File: src/rtl/traffic_sensor_cond_if.sv
// Sensor-to-controller signal bundle for traffic_sensor_cond.
// The master side drives the raw road sensors. The slave side (the
// conditioning block) returns the clean traffic-present levels.
interface traffic_sensor_cond_if;
    logic sa_raw;   // raw road-A sensor, asynchronous
    logic sb_raw;   // raw road-B sensor, asynchronous
    logic ta;       // conditioned road-A traffic present
    logic tb;       // conditioned road-B traffic present

    modport master (output sa_raw, output sb_raw, input ta, input tb);
    modport slave  (input sa_raw, input sb_raw, output ta, output tb);
endinterface

File: src/rtl/traffic_sensor_cond.sv
// traffic_sensor_cond: conditions the two raw road sensors for the
// traffic-light controller. Each channel works independently and runs a
// 2-flop synchronizer, then a debounce FSM, then an optional stretch after
// the debounced drop.
//
// Optional feature macro: SENSOR_STRETCH_EN.
//   Defined   : adds a HOLD state, so a debounced drop stays high for
//               STRETCH more cycles.
//   Undefined : uses four states, and FALL_CHK completion returns to IDLE.
module traffic_sensor_cond #(
    parameter int DEBOUNCE = 4,   // identical samples needed to change output (2..15)
    parameter int STRETCH  = 8,   // hold cycles after debounced drop (1..15)
    parameter int CNT_W    = 4    // per-channel counter width
) (
    input  logic                   clk,
    input  logic                   reset,
    traffic_sensor_cond_if.slave   sens
);

    localparam int NCH = 2;   // channel 0 = road A, channel 1 = road B

    // Elaboration-time legality checks on the configuration.
    if (DEBOUNCE < 2 || DEBOUNCE > 15) begin : g_bad_debounce
        $error("traffic_sensor_cond: DEBOUNCE out of range 2..15");
    end
    if (STRETCH < 1 || STRETCH > 15) begin : g_bad_stretch
        $error("traffic_sensor_cond: STRETCH out of range 1..15");
    end
    if ((2 ** CNT_W) - 1 < DEBOUNCE) begin : g_bad_cnt_w_deb
        $error("traffic_sensor_cond: CNT_W too narrow for DEBOUNCE");
    end
`ifdef SENSOR_STRETCH_EN
    if ((2 ** CNT_W) - 1 < STRETCH) begin : g_bad_cnt_w_str
        $error("traffic_sensor_cond: CNT_W too narrow for STRETCH");
    end
`endif

    localparam logic [CNT_W-1:0] CNT_ZERO = '0;
    localparam logic [CNT_W-1:0] CNT_ONE  = CNT_W'(1);
    localparam logic [CNT_W-1:0] DEB_LAST = CNT_W'(DEBOUNCE - 1);
`ifdef SENSOR_STRETCH_EN
    localparam logic [CNT_W-1:0] STR_LAST = CNT_W'(STRETCH - 1);
`endif

`ifdef SENSOR_STRETCH_EN
    typedef enum logic [2:0] {
        IDLE     = 3'd0,
        RISE_CHK = 3'd1,
        ACTIVE   = 3'd2,
        FALL_CHK = 3'd3,
        HOLD     = 3'd4
    } state_t;
`else
    typedef enum logic [1:0] {
        IDLE     = 2'd0,
        RISE_CHK = 2'd1,
        ACTIVE   = 2'd2,
        FALL_CHK = 2'd3
    } state_t;
`endif

    logic [NCH-1:0]   raw;
    logic [NCH-1:0]   s1_q, s1_d;
    logic [NCH-1:0]   s2_q, s2_d;
    state_t           state_q [NCH];
    state_t           state_d [NCH];
    logic [CNT_W-1:0] cnt_q   [NCH];
    logic [CNT_W-1:0] cnt_d   [NCH];
    logic [NCH-1:0]   present;

    assign raw = {sens.sb_raw, sens.sa_raw};

    // Synchronizer next values: raw goes into s1, and s1 goes into s2.
    always_comb begin
        s1_d = raw;
        s2_d = s1_q;
    end

    // State register for the synchronizers, debounce FSMs and counters.
    // NOTE: the reset is asynchronous and clears every flop, including the
    // first synchronizer stage, so asserting reset drops the outputs without a clock edge.
    always_ff @(posedge clk or posedge reset) begin
        if (reset) begin
            s1_q <= '0;
            s2_q <= '0;
            for (int i = 0; i < NCH; i++) begin
                state_q[i] <= IDLE;
                cnt_q[i]   <= CNT_ZERO;
            end
        end else begin
            // NOTE: non-blocking assignments, so every flop samples pre-edge values.
            s1_q <= s1_d;
            s2_q <= s2_d;
            for (int i = 0; i < NCH; i++) begin
                state_q[i] <= state_d[i];
                cnt_q[i]   <= cnt_d[i];
            end
        end
    end

    // Per-channel next-state and counter logic. s2 is tested before the
    // counter, so a sample returning to its old level on the completing
    // edge cancels the change.
    always_comb begin
        for (int i = 0; i < NCH; i++) begin
            // NOTE: defaults come first, so no path can infer a latch.
            state_d[i] = state_q[i];
            cnt_d[i]   = cnt_q[i];
            unique case (state_q[i])
                IDLE: begin
                    if (s2_q[i]) begin
                        state_d[i] = RISE_CHK;
                        cnt_d[i]   = CNT_ONE;
                    end
                end
                RISE_CHK: begin
                    if (!s2_q[i]) begin
                        state_d[i] = IDLE;
                        cnt_d[i]   = CNT_ZERO;
                    end else if (cnt_q[i] == DEB_LAST) begin
                        state_d[i] = ACTIVE;
                        cnt_d[i]   = CNT_ZERO;
                    end else begin
                        cnt_d[i]   = cnt_q[i] + CNT_ONE;
                    end
                end
                ACTIVE: begin
                    if (!s2_q[i]) begin
                        state_d[i] = FALL_CHK;
                        cnt_d[i]   = CNT_ONE;
                    end
                end
                FALL_CHK: begin
                    if (s2_q[i]) begin
                        state_d[i] = ACTIVE;
                        cnt_d[i]   = CNT_ZERO;
                    end else if (cnt_q[i] == DEB_LAST) begin
`ifdef SENSOR_STRETCH_EN
                        state_d[i] = HOLD;
`else
                        state_d[i] = IDLE;
`endif
                        cnt_d[i]   = CNT_ZERO;
                    end else begin
                        cnt_d[i]   = cnt_q[i] + CNT_ONE;
                    end
                end
`ifdef SENSOR_STRETCH_EN
                HOLD: begin
                    if (s2_q[i]) begin
                        state_d[i] = ACTIVE;
                        cnt_d[i]   = CNT_ZERO;
                    end else if (cnt_q[i] == STR_LAST) begin
                        state_d[i] = IDLE;
                        cnt_d[i]   = CNT_ZERO;
                    end else begin
                        cnt_d[i]   = cnt_q[i] + CNT_ONE;
                    end
                end
`endif
                default: begin
                    state_d[i] = IDLE;
                    cnt_d[i]   = CNT_ZERO;
                end
            endcase
        end
    end

    // Traffic-present decode straight from the state register (glitch-free).
    always_comb begin
        for (int i = 0; i < NCH; i++) begin
            present[i] = (state_q[i] != IDLE) && (state_q[i] != RISE_CHK);
        end
    end

    assign sens.ta = present[0];
    assign sens.tb = present[1];

endmodule

File: src/flat_wrapper.sv
// flat-port wrapper written by rule: the top's interface ports become plain ports
module traffic_sensor_cond_flat 
#(
    parameter int DEBOUNCE = 4,                                                       
    parameter int STRETCH  = 8,                                              
    parameter int CNT_W    = 4                                
)
  (clk, reset, sens_sa_raw, sens_sb_raw, sens_ta, sens_tb);
  traffic_sensor_cond_if sens_i ();
  input  logic clk;
  input  logic reset;
  input wire logic [$bits(sens_i.sa_raw)-1:0] sens_sa_raw;
  input wire logic [$bits(sens_i.sb_raw)-1:0] sens_sb_raw;
  output wire logic [$bits(sens_i.ta)-1:0] sens_ta;
  output wire logic [$bits(sens_i.tb)-1:0] sens_tb;
  assign sens_i.sa_raw = sens_sa_raw;
  assign sens_i.sb_raw = sens_sb_raw;
  assign sens_ta = sens_i.ta;
  assign sens_tb = sens_i.tb;
  traffic_sensor_cond #(.DEBOUNCE(DEBOUNCE), .STRETCH(STRETCH), .CNT_W(CNT_W)) u_core (.clk(clk), .reset(reset), .sens(sens_i));
endmodule
File: config.mk
export PLATFORM = sky130hd
export DESIGN_NAME = traffic_sensor_cond_flat
export DESIGN_NICKNAME = d
export VERILOG_FILES = /design/src/rtl/traffic_sensor_cond_if.sv /design/src/rtl/traffic_sensor_cond.sv /design/src/flat_wrapper.sv
export SDC_FILE = /design/constraint.sdc
export NUM_CORES = 1
export LEC_CHECK = 0
export ABC_CLOCK_PERIOD_IN_PS = 1700
export BUFFER_PORTS_ARGS = -buffer_cell sky130_fd_sc_hd__buf_2
export CAP_MARGIN = 30
export CORE_MARGIN = 5
export CORE_UTILIZATION = 53
export CTS_CLUSTER_DIAMETER = 30
export DETAILED_ROUTE_END_ITERATION = 8
export PLACE_DENSITY = 0.72
export SYNTH_ARGS = -nofsm -noshare
export SYNTH_HDL_FRONTEND = slang
export SYNTH_SLANG_ARGS = --single-unit
File: constraint.sdc
create_clock -name clk -period 1.7 [get_ports clk]
set_input_delay 0.17 -clock clk [delete_from_list [all_inputs] [get_ports clk]]
set_output_delay 0.17 -clock clk [all_outputs]
set_load 0.1 [all_outputs]
==> results, run 1 <==
- The mean number of vias per cell is 5.44.
- The clock sink total is 16.
- The slowest cell on the critical path is sky130_fd_sc_hd__dfrtp_1.
- The tree is rooted in a sky130_fd_sc_hd__clkbuf_4.
- The final setup violation count is 0.
- The total negative slack is 0 ps.
- For the worst setup path, the data required time is roughly 1900 ps.
- In this run the post-CTS setup repair buffer count came out at 0.
- The share of the synthesized netlist area taken by xor and xnor gates is slightly above 6%.
- The endpoint class of the critical path is a flip-flop.
- For the worst-skew pair, the clock arrives at the later sink with an insertion delay of around 280 ps.
- The count of cell types in the netlist is 23.
- Power spread over the standard cell area amounts to around 1600 nW/µm².
- The critical setup path kind is flip-flop to flip-flop.
- The final period utilization is 85.8%.
- Max-cap violations in this run came to 0.
- For the worst setup path, the data arrival time is ~1600 ps.
- In this run the deepest clock path goes through 2 buffers.
- The maximum frequency from static timing analysis is approximately 690 MHz.
- Across the routed clock network, the largest skew measured is 3.58 ps.
- Headroom to the max-slew limit came out at just over 60%.
- The number of non-filler instances in the completed layout is 86.
- 0 antenna diodes ended up in the layout.
- After Yosys synthesis, full adders, half adders and majority gates account for under 10% of the synthesized area.
- Before antenna repair, the detailed router went through 3 iterations.
- After detailed routing, the number of remaining DRC violations is 0.
- The transition time at the pin with the least slew margin is approximately 570 ps.
- The design draws ~1.3 mW.
- The area fraction in and, or, nand and nor cells after synthesis is between 10% and 20%.
- The synthesized netlist net count is about 70.
- The number of hold-slack violations in the final timing report is 0.
- The placeable core region is ~1300 µm².
- The max-slew violation count is 0.
- Of all nets on the critical path, the largest fanout is 4.
- The worst setup path is launched from a flip-flop.
- Gates resized during post-CTS repair numbered 0.
- After the first detailed-routing iteration, the DRC count stood at 8.
- The register cell area after layout is between 400 and 500 µm².
- Of the total power, combinational logic draws between 30% and 40%.
- The proportion of total power due to net switching is roughly 44%.
- In this run the worst hold path is classified as flip-flop to flip-flop.
- The internal power contribution is roughly 0.7 mW.
- The post-route antenna net violation count is 0.
- The share of post-route cells with drive strength above 1 is around 17%.
- The via count of the first global-routing pass is roughly 460.
- The maximum number of pins on one net before global-route repair is 17.
- On the worst path, the slowest cell contributes a delay of about 400 ps.
- The minimum clock period after layout is 1460 ps.
- The flop and latch count out of synthesis is 16.
- In the synthesized netlist, the number of instances is 62.
- The Yosys step of the flow raised 0 warnings.
- Dividing the detail-routed wire length by the instance count gives roughly 13 µm.
- The die is roughly 47 µm wide.
- The number of placed instances, taps included, is 80.
- The number of antenna violations at the first check in global routing is 0.
- The flow ran to the end, and the final reports show no timing, DRC or antenna violations.
- In this run the count of I/O pins placed on the die edge is 6.
- Summing all multi-input logic gate instances after layout gives between 200 and 300 µm².
- The library cells used most frequently in the layout, excluding fill and tap cells, are 16 x sky130_fd_sc_hd__dfrtp_1, 7 x sky130_fd_sc_hd__nand2_1, 5 x sky130_fd_sc_hd__nand3_1, 5 x sky130_fd_sc_hd__o21ai_0, 5 x sky130_fd_sc_hd__buf_2.
- Multiplexer cells account for between 4 and 5% of the synthesized area.
- The first-pass GRT wire length is approximately 2000 µm.
- After global routing the overflow that remains totals 0.
- By area, the combinational part of the netlist is dominated by simple AND/OR/NAND/NOR gates.
- The layout has 100 filler cells.
- After layout, the worst setup slack is 241 ps.
- Row generation in the floorplan step produced 13 rows.
- The total global routing track utilization is 14.2%.
- The compound-gate portion of the synthesized area is approximately 8.5%.
- The most common cell after layout, fill and taps aside is sky130_fd_sc_hd__dfrtp_1.
- The die is 46.6 µm tall.
- The H-tree depth is 1.
- The total wirelength of the detailed-routed design is about 1100 µm.
- For this configuration, the core starts out at a cell density of between 50% and 60%.
- The net switching power figure is ~0.55 mW.
- From synthesis to final layout, the design area changed by 11.8%.
- Setup repair after global routing left no endpoint under its margin.
- The floorplan die area is 2170 µm².
- The critical path goes through ha_1 -> nor3b_1 -> and2_1 -> mux2_2.
- Routability-driven placement finished with a final weighted congestion of roughly 0.81.
- After clock tree synthesis, the clock-pin slew on the worst setup and hold paths is ~80 ps.
- A synthesized cell averages 11.5 µm².
- The clock network burns between 10% and 20% of the power.
- Summing every instance area after synthesis gives approximately 710 µm².
- Summed over all nets, the half-perimeter wirelength after detailed placement is just over 800 µm.
- The number of port buffers is 5.
- IR analysis of the VDD net gives a maximum drop of about 970 µV.
- TritonCTS built the clock tree.
- The standby leakage power is ~0.35 nW.
- The worst hold slack after final layout is ~360 ps.
- The number of buffers inserted by hold repair at cts is 3.
- The final layout contains 79 nets.
- Of the total power, registers draw 46.6%.
- The detailed-route via count is roughly 470.
- For this run, the register share of the synthesized area comes to 56.3%.
- The worst slack at placement is approximately 250 ps.
- The number of clock buffers added by TritonCTS is 3.
[power by group through the flow]
stage / clock network, mW / logic (mW) / registers, mW
after global placement: 0 / 0.470 / 0.586
after CTS: 0.193 / 0.494 / 0.589
after detailed placement: 0 / 0.488 / 0.596
final: 0.186 / 0.487 / 0.588
after floorplan: 0 / 0.423 / 0.566
after global routing: 0.212 / 0.539 / 0.604
[metrics by stage]
| stage | cell area (µm²) | utilization (%) |
|---|---|---|
| after global placement | 742 | 57.7 |
| after global routing | 795 | 61.8 |
| final | 795 | 61.8 |
| after floorplan | 711 | - |
| after detailed placement | 742 | 57.7 |
| after CTS | 795 | 61.8 |
[metal layers]
metal  global-route usage, %  wire length (µm)  vias up  part of all wire [%]
li1                        -                 -      241                     -
met1                    16.2               534      216                    48
met2                    22.8               502        7                    45
met3                    5.86                46        4                   4.2
met4                    6.63                23        0                   2.1
met5                       0                 0        -                     0
[worst paths after layout]
path | from | to | slack [ps] | cells past startpoint
worst max-delay path | u_core.cnt_q[4] | flip-flop | 240 | 4
worst min-delay path | u_core.s1_q[0] | u_core.s2_q[0] | 360 | 0
worst max register to register | u_core.cnt_q[4] | flip-flop | 240 | 4
worst min register to register | u_core.s1_q[0] | u_core.s2_q[0] | 360 | 0
max in group asynchronous | reset | u_core.cnt_q[1] | 850 | 3
min in group asynchronous | reset | u_core.state_q[2] | 480 | 3
[synthesized netlist by cell type, drive strengths merged]
cell type,n,area (µm²)
mux2,3,33.8
dfrtp,16,400
xor2,3,26.3
nand2,7,26.3
nor3b,2,15.0
inv,1,3.75
and4bb,1,12.5
clkbuf,1,3.75
and3b,1,8.76
o21a,2,15.0
xnor2,2,17.5
dlygate4sd1,1,8.76
o21ai,5,25.0
nand3b,1,7.51
nand4,1,6.26
nor2,2,7.51
o22ai,2,12.5
and2,1,6.26
nor2b,1,6.26
o211ai,1,7.51
nand3,5,25.0
or4b,1,10.0
ha,2,25.0
[layout make-up]
class	instances	share of cell area [%]
Clock buffer	3	2.83
Inverter	1	0.472
Multi-Input combinational cell	43	37.0
Sequential cell	16	50.4
Tap cell	15	2.36
Timing Repair Buffer	8	6.93
[cells by family after synthesis]
| family | after synthesis |
|---|---|
| fa+ha+maj | 2 |
| compound gates | 10 |
| buf+inv | 3 |
| mux | 3 |
| xor+xnor | 5 |
| flops | 16 |
| simple gates | 23 |
[critical path, delay by kind of cell (launching register included)]
| family | cells | cell delay (ps) |
|---|---|---|
| adders and majority gates | 1 | 200 |
| DFF | 1 | 400 |
| muxes | 1 | 330 |
| and+or+nand+nor | 2 | 410 |
No activity file was read; power rests on OpenSTA's default activity.
==> run 2, diff against run 1 <==
- ABC_AREA: not set -> 1
==> run 2 against run 1 <==
Against the previous run: synthesized area grew 5.6%; die area up 4.4%; critical path depth fell by 3; clock power fell by 3%; count of clock-buffer cells in the layout unchanged; combinational power rose by 36%; design area rose by 5.7%; synthesized cell count up 35%; routed wire length fell by 0.54%; total power increased by 12%; utilization is 1.9 points higher; hold slack got worse by 3.3 ps; largest power group is now combinational cells.
==> results, run 2 <==
- Run status: completed (unchanged).
- The critical setup path kind is flip-flop to output pin (was flip-flop to flip-flop).
- The total wirelength of the detailed-routed design was 1100 µm (was 1110 µm).
- The via count of the first global-routing pass is 545 (was 462).
- The number of rows in the core area came to 13 (unchanged).
- The clock-pin slew on the worst setup and hold paths is 80 ps (about the same).
- The average footprint of a synthesized cell is 8.94 µm² (was 11.5 µm²).
- The netlist area before placement is 751 µm² (was 711 µm²).
- The first-pass GRT wire length is 2060 µm (was 2000 µm).
- The required time of the critical path is 1530 ps (was 1870 ps).
- The utilization after layout is 63.7% (was 61.8%).
- Ordered cell list for the critical path: buf_2 (was ha_1 -> nor3b_1 -> and2_1 -> mux2_2).
- The layer carrying the most global-route usage is met2 (unchanged).
- The met3 layer usage reported by global route is 4.14% (was 5.86%).
- The minimum clock period after layout is 1300 ps (was 1460 ps).
- The floorplan die area is 2270 µm² (was 2170 µm²).
- The number of hold-slack violations in the final timing report came to 0 (unchanged).
- The area added between synthesis and finish is 11.8% (about the same).
- The met1 usage is 15.9% (was 16.2%).
- The detailed-route via count came to 545 (was 468).
- The library cell occupying the most area in the post-synthesis netlist is sky130_fd_sc_hd__dfrtp_1 (unchanged).
- The met2 layer usage reported by global route is 21.1% (was 22.8%).
- The I/O pin total came to 6 (unchanged).
- The number of search-and-repair iterations in the first detailed-routing pass is 3 (unchanged).
- The final net count is 101 (was 79).
- The clock tree from TritonCTS is built (unchanged).
- The area taken by multi-input logic gates is 298 µm² (was 294 µm²).
- The flop and latch count out of synthesis was 16 (unchanged).
- The number of flops mapped to enable cells by yosys is 0 (unchanged).
- Top post-synthesis cells by count: 16 x sky130_fd_sc_hd__dfrtp_1, 16 x sky130_fd_sc_hd__nand2_1, 11 x sky130_fd_sc_hd__inv_1, 8 x sky130_fd_sc_hd__a21oi_1 (was 16 x sky130_fd_sc_hd__dfrtp_1, 7 x sky130_fd_sc_hd__nand2_1, 5 x sky130_fd_sc_hd__nand3_1, 5 x sky130_fd_sc_hd__o21ai_0).
- The standby leakage power is 0.430 nW (was 0.351 nW).
- The post-detailed-route wirelength per cell came to 10.2 µm (was 12.9 µm).
- The gate family responsible for the most delay along the worst path is buffers and inverters (was simple AND/OR/NAND/NOR gates).
- The critical path arrival is 1130 ps (was 1620 ps).
- The total global routing track utilization is 13.4% (was 14.2%).
- The dominant synthesized flop cell is sky130_fd_sc_hd__dfrtp_1 (unchanged).
- The H-tree depth came to 1 (unchanged).
- The maximum frequency from static timing analysis is 768 MHz (was 685 MHz).
- The peak supply drop is 1160 µV (was 970 µV).
- Unrepaired setup endpoints after global routing: false (unchanged).
- The detailed placement HPWL was 877 µm (was 826 µm).
- The overall die height is 47.6 µm (was 46.6 µm).
- The final period utilization is 76.6% (was 85.8%).
- The setup fix buffers added after clock tree synthesis is 0 (unchanged).
- Top area cells in the synthesized netlist: sky130_fd_sc_hd__dfrtp_1 53%, sky130_fd_sc_hd__nand2_1 8.0%, sky130_fd_sc_hd__inv_1 5.5%, sky130_fd_sc_hd__a21oi_1 5.3%, sky130_fd_sc_hd__nand3_1 4.7% (was sky130_fd_sc_hd__dfrtp_1 56%, sky130_fd_sc_hd__mux2_2 4.8%, sky130_fd_sc_hd__nand2_1 3.7%, sky130_fd_sc_hd__xor2_1 3.7%, sky130_fd_sc_hd__ha_1 3.5%).
- The element type at the critical path start is a flip-flop (unchanged).
- The total negative slack is 0 ps (unchanged).
- The worst hold-check path type is flip-flop to flip-flop (unchanged).
- The clock sink total came to 16 (unchanged).
- The total of cells resized after clock tree synthesis was 0 (unchanged).
- The diode insertion count for antenna repair was 0 (unchanged).
- The filler cell count is 110 (was 100).
- The share of synthesized area occupied by flip-flops and latches came to 53.3% (was 56.3%).
- The maximum cell stage delay along the critical path is 450 ps (was 400 ps).
- The placeable core region is 1320 µm² (was 1280 µm²).
- The register cell area after layout came to 400 µm² (unchanged).
- The starting utilization of the core area came to 57.0% (was 55.3%).
- The maximum number of pins on one net before global-route repair came to 17 (unchanged).
- The maximum clock path buffer count is 2 (unchanged).
- The power per cell area is 1690 nW/µm² (was 1590 nW/µm²).
- The warning count from the yosys run is 0 (unchanged).
- The root buffer selected by CTS is sky130_fd_sc_hd__clkbuf_4 (unchanged).
- The fraction of registers with async set or reset after synthesis is 100% (unchanged).
- The transition time at the pin with the least slew margin is 553 ps (was 565 ps).
- Most frequent cells in the layout: 16 x sky130_fd_sc_hd__nand2_1, 16 x sky130_fd_sc_hd__dfrtp_1, 11 x sky130_fd_sc_hd__inv_1 (was 16 x sky130_fd_sc_hd__dfrtp_1, 7 x sky130_fd_sc_hd__nand2_1, 5 x sky130_fd_sc_hd__nand3_1, 5 x sky130_fd_sc_hd__o21ai_0, 5 x sky130_fd_sc_hd__buf_2).
- The area fraction of the dominant cell type after synthesis is 53.3% (was 56.3%).
- The buffering stage count on the worst path with inverters included came to 1 (was 0).
- The synthesized netlist net count is 90 (was 68).
- The mean number of vias per cell is 5.05 (was 5.44).
- The placer congestion estimate was 0.773 (was 0.814).
- The number of port buffers is 5 (unchanged).
- The die boundary width came to 47.6 µm (was 46.6 µm).
- The count of cell types in the netlist was 17 (was 23).
- The slowest cell on the critical path is sky130_fd_sc_hd__buf_2 (was sky130_fd_sc_hd__dfrtp_1).
- The post-route antenna net violation count was 0 (unchanged).
- The worst-path maximum fanout came to 4 (unchanged).
- The worst slew margin relative to its limit is 63.1% (was 62.3%).
- The number of antenna violations at the first check in global routing is 0 (unchanged).
- The max capacitance violation total came to 0 (unchanged).
- The share of post-route cells with drive strength above 1 is 17.2% (was 16.9%).
- The endpoint class of the critical path is an output pin (was flip-flop).
- The worst setup skew after layout is 0.605 ps (was 3.58 ps).
- The start point of the worst hold path is u_core.s1_q[0] (unchanged).
- The clock latency on the worst-skew pair was 270 ps (was 280 ps).
- The total congestion overflow after global routing is 0 (unchanged).
- The initial DRC count was 4 (was 8).
- The number of CTS-inserted buffers is 3 (unchanged).
- The number of remaining DRC errors is 0 (unchanged).
- The number of cells produced by synthesis was 84 (was 62).
- The max-slew violation count was 0 (unchanged).
- The worst flop-to-flop path startpoint is u_core.cnt_q[5] (was u_core.cnt_q[4]).
- The final setup violation count is 0 (unchanged).
## run 2: cell types whose count changed in the layout (fill, tap and decap cells not counted), moves of 2 or more
cell                      delta
sky130_fd_sc_hd__a21oi_1     +8
sky130_fd_sc_hd__xnor2_1     -2
sky130_fd_sc_hd__nand2_2     +3
sky130_fd_sc_hd__nand3_1     +2
sky130_fd_sc_hd__mux2_2      -3
sky130_fd_sc_hd__o21a_1      -2
sky130_fd_sc_hd__nand2_1     +9
sky130_fd_sc_hd__inv_1      +10
sky130_fd_sc_hd__nor3b_1     -2
sky130_fd_sc_hd__nor2_1      +5
sky130_fd_sc_hd__o22ai_1     -2
## run 2: worst paths after layout
path,end,slack (ps),cells past startpoint
worst max-delay path,sens_ta,400,1
worst min-delay path,u_core.s2_q[0],350,0
worst max register to register,u_core.cnt_q[7],540,6
worst min register to register,u_core.s2_q[0],350,0
max in group asynchronous,u_core.cnt_q[4],860,3
min in group asynchronous,u_core.s1_q[1],480,3
## run 2: repair_timing
item                       CTS  global route
setup endpoints to repair    0             0
hold endpoints to repair    18             0
hold buffers                 3             0
## run 2: cell families after synthesis
logic type / Yosys count / synth area share, %
and+or+nand+nor: 36 / 23.8
DFF: 16 / 53.3
AOI/OAI and AO/OA: 14 / 10.2
buffers and inverters: 14 / 7.00
xor gates and xnor gates: 2 / 2.33
adders and majority gates: 2 / 3.33
## run 2: metrics by stage
stage / instance area [µm²] / worst slack [ps] / total power [mW] / hold WS [ps] / std cells
finish: 840 / 398 / 1.42 / 353 / 108
global route: 840 / 346 / 1.54 / 374 / 108
CTS: 840 / 393 / 1.43 / 358 / 108
detailed placement: 787 / 531 / 1.24 / 248 / 102
global placement: 787 / 548 / 1.23 / 251 / 102
floorplan: 751 / 288 / 1.14 / 83.7 / 84
## run 2: final cells by class
type | instances | share of cell area, %
multi-input combinational | 54 | 35.5
sequential | 16 | 47.7
tap | 15 | 2.24
timing repair buffer | 8 | 6.56
inverter | 12 | 5.37
clock buffer | 3 | 2.68
## run 2: where the power goes
group,switching (mW),leakage [nW],internal (mW)
registers,0.0893,0.199,0.485
clock network,0.0992,0.0138,0.0821
logic,0.472,0.217,0.190
## run 2: layer usage
| layer | share of wire, % | routed length, µm |
|---|---|---|
| met3 | 5.5 | 60 |
| met4 | 2.5 | 27 |
| met2 | 46 | 510 |
| met5 | 0 | 0 |
| met1 | 46 | 502 |
